**src/rtl/colisor_tiro_pkg.sv**
```systemverilog
// Shared constants, state encoding and board-index helpers for the shot-resolution stage.
package colisor_tiro_pkg;

  localparam int GRID      = 8;
  localparam int COORD_W   = 4;
  localparam int MAX_SHIPS = 8;
  localparam int CELLS     = GRID * GRID;
  localparam int IDX_W     = $clog2(CELLS);
  localparam int CNT_W     = 4;

  // First illegal coordinate; doubles as the "no coordinate" marker from the controller.
  localparam logic [COORD_W-1:0] COORD_NONE = COORD_W'(GRID);

  typedef enum logic [1:0] {
    IDLE    = 2'd0,
    CHECK   = 2'd1,
    RESOLVE = 2'd2
  } state_t;

  function automatic logic [IDX_W-1:0] idx(input logic [COORD_W-1:0] x,
                                           input logic [COORD_W-1:0] y);
    return IDX_W'(y * GRID + x);
  endfunction

  function automatic logic in_range(input logic [COORD_W-1:0] x,
                                    input logic [COORD_W-1:0] y);
    return (x < COORD_NONE) && (y < COORD_NONE);
  endfunction

endpackage

```
**src/rtl/colisor_tiro_board_bank.sv**
```systemverilog
// One player's fleet board: occupied and hit bitmaps plus the count of unhit occupied cells.
module board_bank
  import colisor_tiro_pkg::*;
(
  input  logic             clk,
  input  logic             reset,
  input  logic             clear,
  input  logic [IDX_W-1:0] addr,
  input  logic             set_occ,
  input  logic             set_hit,
  input  logic             dec,
  output logic             occ,
  output logic             hit,
  output logic [CNT_W-1:0] count
);

  logic [CELLS-1:0] occ_map;
  logic [CELLS-1:0] hit_map;

  always_ff @(posedge clk or negedge reset) begin
    if (!reset) begin
      occ_map <= '0;
      hit_map <= '0;
      count   <= '0;
    end else if (clear) begin
      occ_map <= '0;
      hit_map <= '0;
      count   <= '0;
    end else begin
      if (set_occ) occ_map[addr] <= 1'b1;
      if (set_hit) hit_map[addr] <= 1'b1;
      // Placement and hits never coincide (IDLE vs RESOLVE), so inc/dec need no merge.
      if (set_occ && (count != CNT_W'(MAX_SHIPS)))
        count <= count + 1'b1;
      else if (dec && (count != '0))
        count <= count - 1'b1;
    end
  end

  assign occ = occ_map[addr];
  assign hit = hit_map[addr];

endmodule

```
**src/rtl/colisor_tiro.sv**
```systemverilog
// Shot-resolution stage: owns both fleet boards, resolves controller shots, reports hit flags and counts.
//
// state   | meaning
// IDLE    | accepting placements; waiting for a shot_req rising edge
// CHECK   | range test on latched shot, read defender occupied/hit bits
// RESOLVE | update defender board, register flags, pulse shot_done
module colisor_tiro
  import colisor_tiro_pkg::*;
(
  input  logic               clk,
  input  logic               reset,
  input  logic               clear,
  input  logic               place_we,
  input  logic               place_player,
  input  logic [COORD_W-1:0] place_x,
  input  logic [COORD_W-1:0] place_y,
  output logic               place_ack,
  output logic               place_err,
  input  logic               shot_req,
  input  logic               shot_player,
  input  logic [COORD_W-1:0] shot_x,
  input  logic [COORD_W-1:0] shot_y,
  output logic               busy,
  output logic               shot_done,
  output logic               acertou_tiro,
  output logic               repeat_shot,
  output logic               invalid_shot,
  output logic [3:0]         qtd_p1,
  output logic [3:0]         qtd_p2
);

  state_t state, state_nx;

  logic               shot_req_q;
  logic               rise;
  logic               sh_player;
  logic [COORD_W-1:0] sh_x;
  logic [COORD_W-1:0] sh_y;
  logic               defender;
  logic               chk_range;
  logic               chk_occ;
  logic               chk_hit;

  logic [IDX_W-1:0]   bank_addr;
  logic [1:0]         occ_b;
  logic [1:0]         hit_b;
  logic [1:0]         set_occ_b;
  logic [1:0]         set_hit_b;
  logic [1:0]         dec_b;
  logic [1:0][CNT_W-1:0] count_b;

  logic latch_shot;
  logic place_valid;
  logic place_ok;
  logic place_rej;
  logic res_done;
  logic res_hit;
  logic res_rep;
  logic res_inv;

  assign rise     = shot_req & ~shot_req_q;
  assign defender = ~sh_player;
  // Boards are addressed by the placement port while idle and by the latched shot otherwise.
  assign bank_addr = (state == IDLE) ? idx(place_x, place_y) : idx(sh_x, sh_y);

  board_bank u_board_p1 (
    .clk     (clk),
    .reset   (reset),
    .clear   (clear),
    .addr    (bank_addr),
    .set_occ (set_occ_b[0]),
    .set_hit (set_hit_b[0]),
    .dec     (dec_b[0]),
    .occ     (occ_b[0]),
    .hit     (hit_b[0]),
    .count   (count_b[0])
  );

  board_bank u_board_p2 (
    .clk     (clk),
    .reset   (reset),
    .clear   (clear),
    .addr    (bank_addr),
    .set_occ (set_occ_b[1]),
    .set_hit (set_hit_b[1]),
    .dec     (dec_b[1]),
    .occ     (occ_b[1]),
    .hit     (hit_b[1]),
    .count   (count_b[1])
  );

  assign place_valid = in_range(place_x, place_y) && !occ_b[place_player] &&
                       (count_b[place_player] != CNT_W'(MAX_SHIPS));

  always_ff @(posedge clk or negedge reset) begin
    if (!reset)     state <= IDLE;
    else if (clear) state <= IDLE;
    else            state <= state_nx;
  end

  always_comb begin
    state_nx   = state;
    latch_shot = 1'b0;
    place_ok   = 1'b0;
    place_rej  = 1'b0;
    set_occ_b  = '0;
    set_hit_b  = '0;
    dec_b      = '0;
    res_done   = 1'b0;
    res_hit    = 1'b0;
    res_rep    = 1'b0;
    res_inv    = 1'b0;
    case (state)
      IDLE: begin
        if (rise) begin
          latch_shot = 1'b1;
          state_nx   = CHECK;
        end
        // A shot edge in the same cycle takes the board port, so the write loses.
        if (place_we) begin
          if (!rise && place_valid) begin
            place_ok                = 1'b1;
            set_occ_b[place_player] = 1'b1;
          end else begin
            place_rej = 1'b1;
          end
        end
      end
      CHECK: begin
        place_rej = place_we;
        state_nx  = RESOLVE;
      end
      RESOLVE: begin
        place_rej = place_we;
        res_done  = 1'b1;
        state_nx  = IDLE;
        if (!chk_range) begin
          res_inv = 1'b1;
        end else if (chk_occ && !chk_hit) begin
          res_hit             = 1'b1;
          set_hit_b[defender] = 1'b1;
          dec_b[defender]     = 1'b1;
        end else if (chk_occ) begin
          res_rep = 1'b1;
        end else begin
          set_hit_b[defender] = 1'b1;
        end
      end
      default: state_nx = IDLE;
    endcase
  end

  always_ff @(posedge clk or negedge reset) begin
    if (!reset) begin
      shot_req_q   <= 1'b1;
      sh_player    <= 1'b0;
      sh_x         <= '0;
      sh_y         <= '0;
      chk_range    <= 1'b0;
      chk_occ      <= 1'b0;
      chk_hit      <= 1'b0;
      place_ack    <= 1'b0;
      place_err    <= 1'b0;
      shot_done    <= 1'b0;
      acertou_tiro <= 1'b0;
      repeat_shot  <= 1'b0;
      invalid_shot <= 1'b0;
    end else if (clear) begin
      shot_req_q   <= 1'b1;
      sh_player    <= 1'b0;
      sh_x         <= '0;
      sh_y         <= '0;
      chk_range    <= 1'b0;
      chk_occ      <= 1'b0;
      chk_hit      <= 1'b0;
      place_ack    <= 1'b0;
      place_err    <= 1'b0;
      shot_done    <= 1'b0;
      acertou_tiro <= 1'b0;
      repeat_shot  <= 1'b0;
      invalid_shot <= 1'b0;
    end else begin
      shot_req_q <= shot_req;
      if (latch_shot) begin
        sh_player <= shot_player;
        sh_x      <= shot_x;
        sh_y      <= shot_y;
      end
      if (state == CHECK) begin
        chk_range <= in_range(sh_x, sh_y);
        chk_occ   <= occ_b[defender];
        chk_hit   <= hit_b[defender];
      end
      place_ack <= place_ok;
      place_err <= place_rej;
      shot_done <= res_done;
      if (res_done) begin
        acertou_tiro <= res_hit;
        repeat_shot  <= res_rep;
        invalid_shot <= res_inv;
      end
    end
  end

  assign busy   = (state != IDLE);
  assign qtd_p1 = count_b[0];
  assign qtd_p2 = count_b[1];

endmodule

```
**config.mk**
```make
export PLATFORM = sky130hd
export DESIGN_NAME = colisor_tiro
export DESIGN_NICKNAME = d
export VERILOG_FILES = /design/src/rtl/colisor_tiro_pkg.sv /design/src/rtl/colisor_tiro_board_bank.sv /design/src/rtl/colisor_tiro.sv
export SDC_FILE = /design/constraint.sdc
export NUM_CORES = 1
export LEC_CHECK = 0
export BUFFER_PORTS_ARGS = -buffer_cell sky130_fd_sc_hd__clkbuf_2
export CORE_MARGIN = 1.5
export CORE_UTILIZATION = 45
export CTS_BUF_LIST = sky130_fd_sc_hd__clkbuf_4
export DETAILED_ROUTE_END_ITERATION = 10
export PLACE_DENSITY = 0.59
export SKIP_CTS_REPAIR_TIMING = 1
export SYNTH_ARGS = -nofsm -noshare
export SYNTH_HDL_FRONTEND = slang
export SYNTH_SLANG_ARGS = --single-unit
```
**constraint.sdc**
```tcl
create_clock -name clk -period 9.01 [get_ports clk]
set_clock_uncertainty 0.2 [all_clocks]
set_input_delay 0.4505 -clock clk [delete_from_list [all_inputs] [get_ports clk]]
set_output_delay 0.4505 -clock clk [all_outputs]
set_load 0.02 [all_outputs]
```
==> results.toml <==
[detailed_routing]
dr_wl_met2_mm = 17.06
dr.pass1.iters = 5
drt_iter0_drc = 1108
top_layer = "met4"
met1Wirelength_mm = 18.12
vias_per_cell = 5.915
dr_wl_met3_mm = 2.365
drc_errors = 0
ant_nets = 0
wl_per_cell_microns = 20.19
wl_mm = 38.34
vias = 11230

[finish]
final_common_cell = "dfrtp_1"
final_util_pct = 51.15
drive_above_1_share_pct = 13.87
final_cell_mix = "dfrtp_1 (284), nor2_1 (231), a21oi_1 (209)"
nNetsFinal = 1497
synthToLayoutAreaGrowth_pct = 10.90

[floorplan]
ios = 38
die_w_microns = 175.4
rows = 62
core-area_sq_mm = 0.02901
start_util_pct = 46.12
die_area_sq_mm = 0.03078
fp.dieH_microns = 175.4

[place]
portBuffers = 37
post-dp-hpwl_mm = 22.24
gp_congestion = 0.7871
pre_cts_ws_ns = 3.546

[logic_synthesis]
netlist_top_cells_area = "dfrtp_1 (53%), a21oi_1 (7.8%), nor2_1 (6.5%)"
seq_area_frac_synth_pct = 53.31
netlist.area_leader.share_pct = 53.11
synth_top_flop_cell = "dfrtp_1"
synth_async_sr_flop_share_pct = 100.0
synth_edf_count = 0
synth_fp_nets = 1457
avgSynthCellArea_sq_um = 9.429
netlist_instances = 1419
syn_area_sq_mm = 0.01338
yosys_warnings = 0
synth_largest_area_cell = "dfrtp_1"
synth.distinct_cells = 57
ys_ff_latch = 285

[setup_path]
r2r_cells = 17
cp_max_fo = 43
endpoint = "u_board_p1.count[3]$_DFFE_PN0P_"
crit_type = "register to register"
cp.required_ns = 9.35
arrival_ns = 5.92
crit_path_end_kind = "register"
reg2reg_slack_ns = 3.43
r2r_end = "u_board_p1.count[3]$_DFFE_PN0P_"
critPathLaunch = "state[0]$_DFFE_PN0P_"
r2r_start = "state[0]$_DFFE_PN0P_"
start_kind = "register"

[clocking]
clock_path_buffers = 3
numClockSinks = 285
cts_buffers = 78
cts_htree_levels = 3
path_clk_slew_ns = 0.07
clk-insertion-delay-late_ns = 0.71
cts-root-buf = "clkbuf_4"
tritoncts = "done"

[timing]
rsz0062_at_grt = "no"
fin_crit_ns = 5.577
final.setup.tns_ns = 0
layout_setup_ws_ns = 3.433
max_slew_margin_pct = 25.74
fin_crit_sh_pct = 61.90
hold_viol = 0
max_freq_mhz = 179.3
setup_viol = 0
whs_ns = 0.1069
tightest_slew_ns = 1.083
drv_slew = 0

[hold_path]
min_path_type = "primary input to register"

[global_routing]
grt_overflow_total = 0
grt_max_degree = 159
gr-usage-all-layers_pct = 25.30
grt_first_pass_wirelength_mm = 61.38
grt_pass1_vias = 10850
antenna_found_initial = 1

[power]
peakVddDrop_v = 0.00006933
p_leak_uw = 0.006650
power.density_mw_per_mm2 = 182.2
total_power_uw = 2704

[run_status]
run_status = "finished, final reports clean"

[run]
maxCapViolations = 0
kinds of logic (layout without fill, tap and decap cells):
group           count (synthesis)  in the layout  synth area share, %
buf+inv                       195            290                6.312
simple gates                  405            405                13.32
mux                            76             76                5.994
fa+ha+maj                      15             15                1.515
flops                         285            285                53.31
other cells                     0              1                    0
compound gates                438            438                19.23
xor+xnor                        5              5               0.3273
routing by layer:
layer  vias to the layer above  GRT usage (%)
met5                         -              0
met4                         0          8.868
met3                        68          4.134
met2                       417          36.81
met1                      5599          38.09
li1                       5148              -
cells in the mapped netlist, types with 5 or more instances:
| master | count |
|---|---|
| dfrtp_1 | 284 |
| nor2_1 | 233 |
| a21oi_1 | 209 |
| o22ai_1 | 89 |
| inv_1 | 78 |
| nand3_1 | 74 |
| clkbuf_1 | 70 |
| a31oi_1 | 68 |
| mux2i_1 | 64 |
| buf_2 | 32 |
| nand2_1 | 31 |
| o21ai_0 | 21 |
| ha_1 | 13 |
| nor2b_1 | 13 |
| nor3_1 | 13 |
| nand2b_1 | 10 |
| mux2_2 | 9 |
| o41ai_1 | 9 |
| buf_4 | 8 |
| a211oi_1 | 6 |
| and2_1 | 6 |
| nand4_1 | 6 |
| a211o_1 | 5 |
| nor4_1 | 5 |
| o2bb2ai_1 | 5 |
cell type report:
cell class | instances | area [sq um]
diodes | 1 | 2.502
clock buffers | 111 | 833.3
clock inverters | 24 | 122.6
fillers | 2733 | 14170
inverters | 79 | 301.5
multi-input cells | 939 | 5426
flip-flops and latches | 285 | 7133
well taps | 384 | 480.5
repair buffers | 76 | 539.3
worst min path at each step:
stage | start | end | slack, ns | cells past startpoint
2_1_floorplan | reset | acertou_tiro$_DFFE_PN0P_ | -0.05 | 0
3_3_place_gp | u_board_p1.occ_map[57]$_DFFE_PN0P_ | u_board_p1.occ_map[57]$_DFFE_PN0P_ | 0.27 | 2
3_5_place_dp | u_board_p1.hit_map[28]$_DFFE_PN0P_ | u_board_p1.hit_map[28]$_DFFE_PN0P_ | 0.28 | 2
4_1_cts | reset | u_board_p2.occ_map[1]$_DFFE_PN0P_ | -0.33 | 1
5_1_grt | place_player | place_ack$_DFF_PN0_ | 0.11 | 5
6_report | place_player | place_ack$_DFF_PN0_ | 0.11 | 5
where the power goes:
group | internal (uW) | total, uW | switching [uW]
registers | 1280 | 1290 | 5.94
clock network | 572 | 1130 | 559
logic | 74.5 | 282 | 207
total | 1930 | 2700 | 772
stage by stage:
| step | instances | cell area (sq um) |
|---|---|---|
| final | 1899 | 14840 |
| after global routing | 1899 | 14840 |
| after CTS | 1886 | 14720 |
| after detailed placement | 1751 | 13760 |
| after global placement | 1751 | 13760 |
| after floorplan | 1419 | 13380 |
state kept, by name, indices dropped and copies added (netlist names):
signal / cells
u_board_p1.occ_map: 64
chk_range: 1
u_board_p1.hit_map: 64
repeat_shot: 1
sh_player: 1
invalid_shot: 1
u_board_p2.count: 4
chk_occ: 1
acertou_tiro: 1
state: 2
shot_done: 1
shot_req_q: 1
u_board_p1.count: 4
u_board_p2.hit_map: 64
sh_y: 4
place_ack: 1
place_err: 1
chk_hit: 1
sh_x: 4
u_board_p2.occ_map: 64
critical path, stage by stage, from the launching register on:
cell and delay [ns]:
dfrtp_1 0.43, inv_1 0.11, ha_1 0.23, buf_4 0.32, mux2i_4 0.27, buf_4 0.44
buf_4 0.67, mux2i_1 0.29, o22ai_1 0.11, a221oi_1 0.26, o22ai_1 0.17, or4b_1 0.74
ha_1 0.35, a21o_1 0.19, a21oi_1 0.23, a21oi_1 0.10, o21ai_0 0.20, nand2_1 0.07
(Power assumes the default switching activity.)
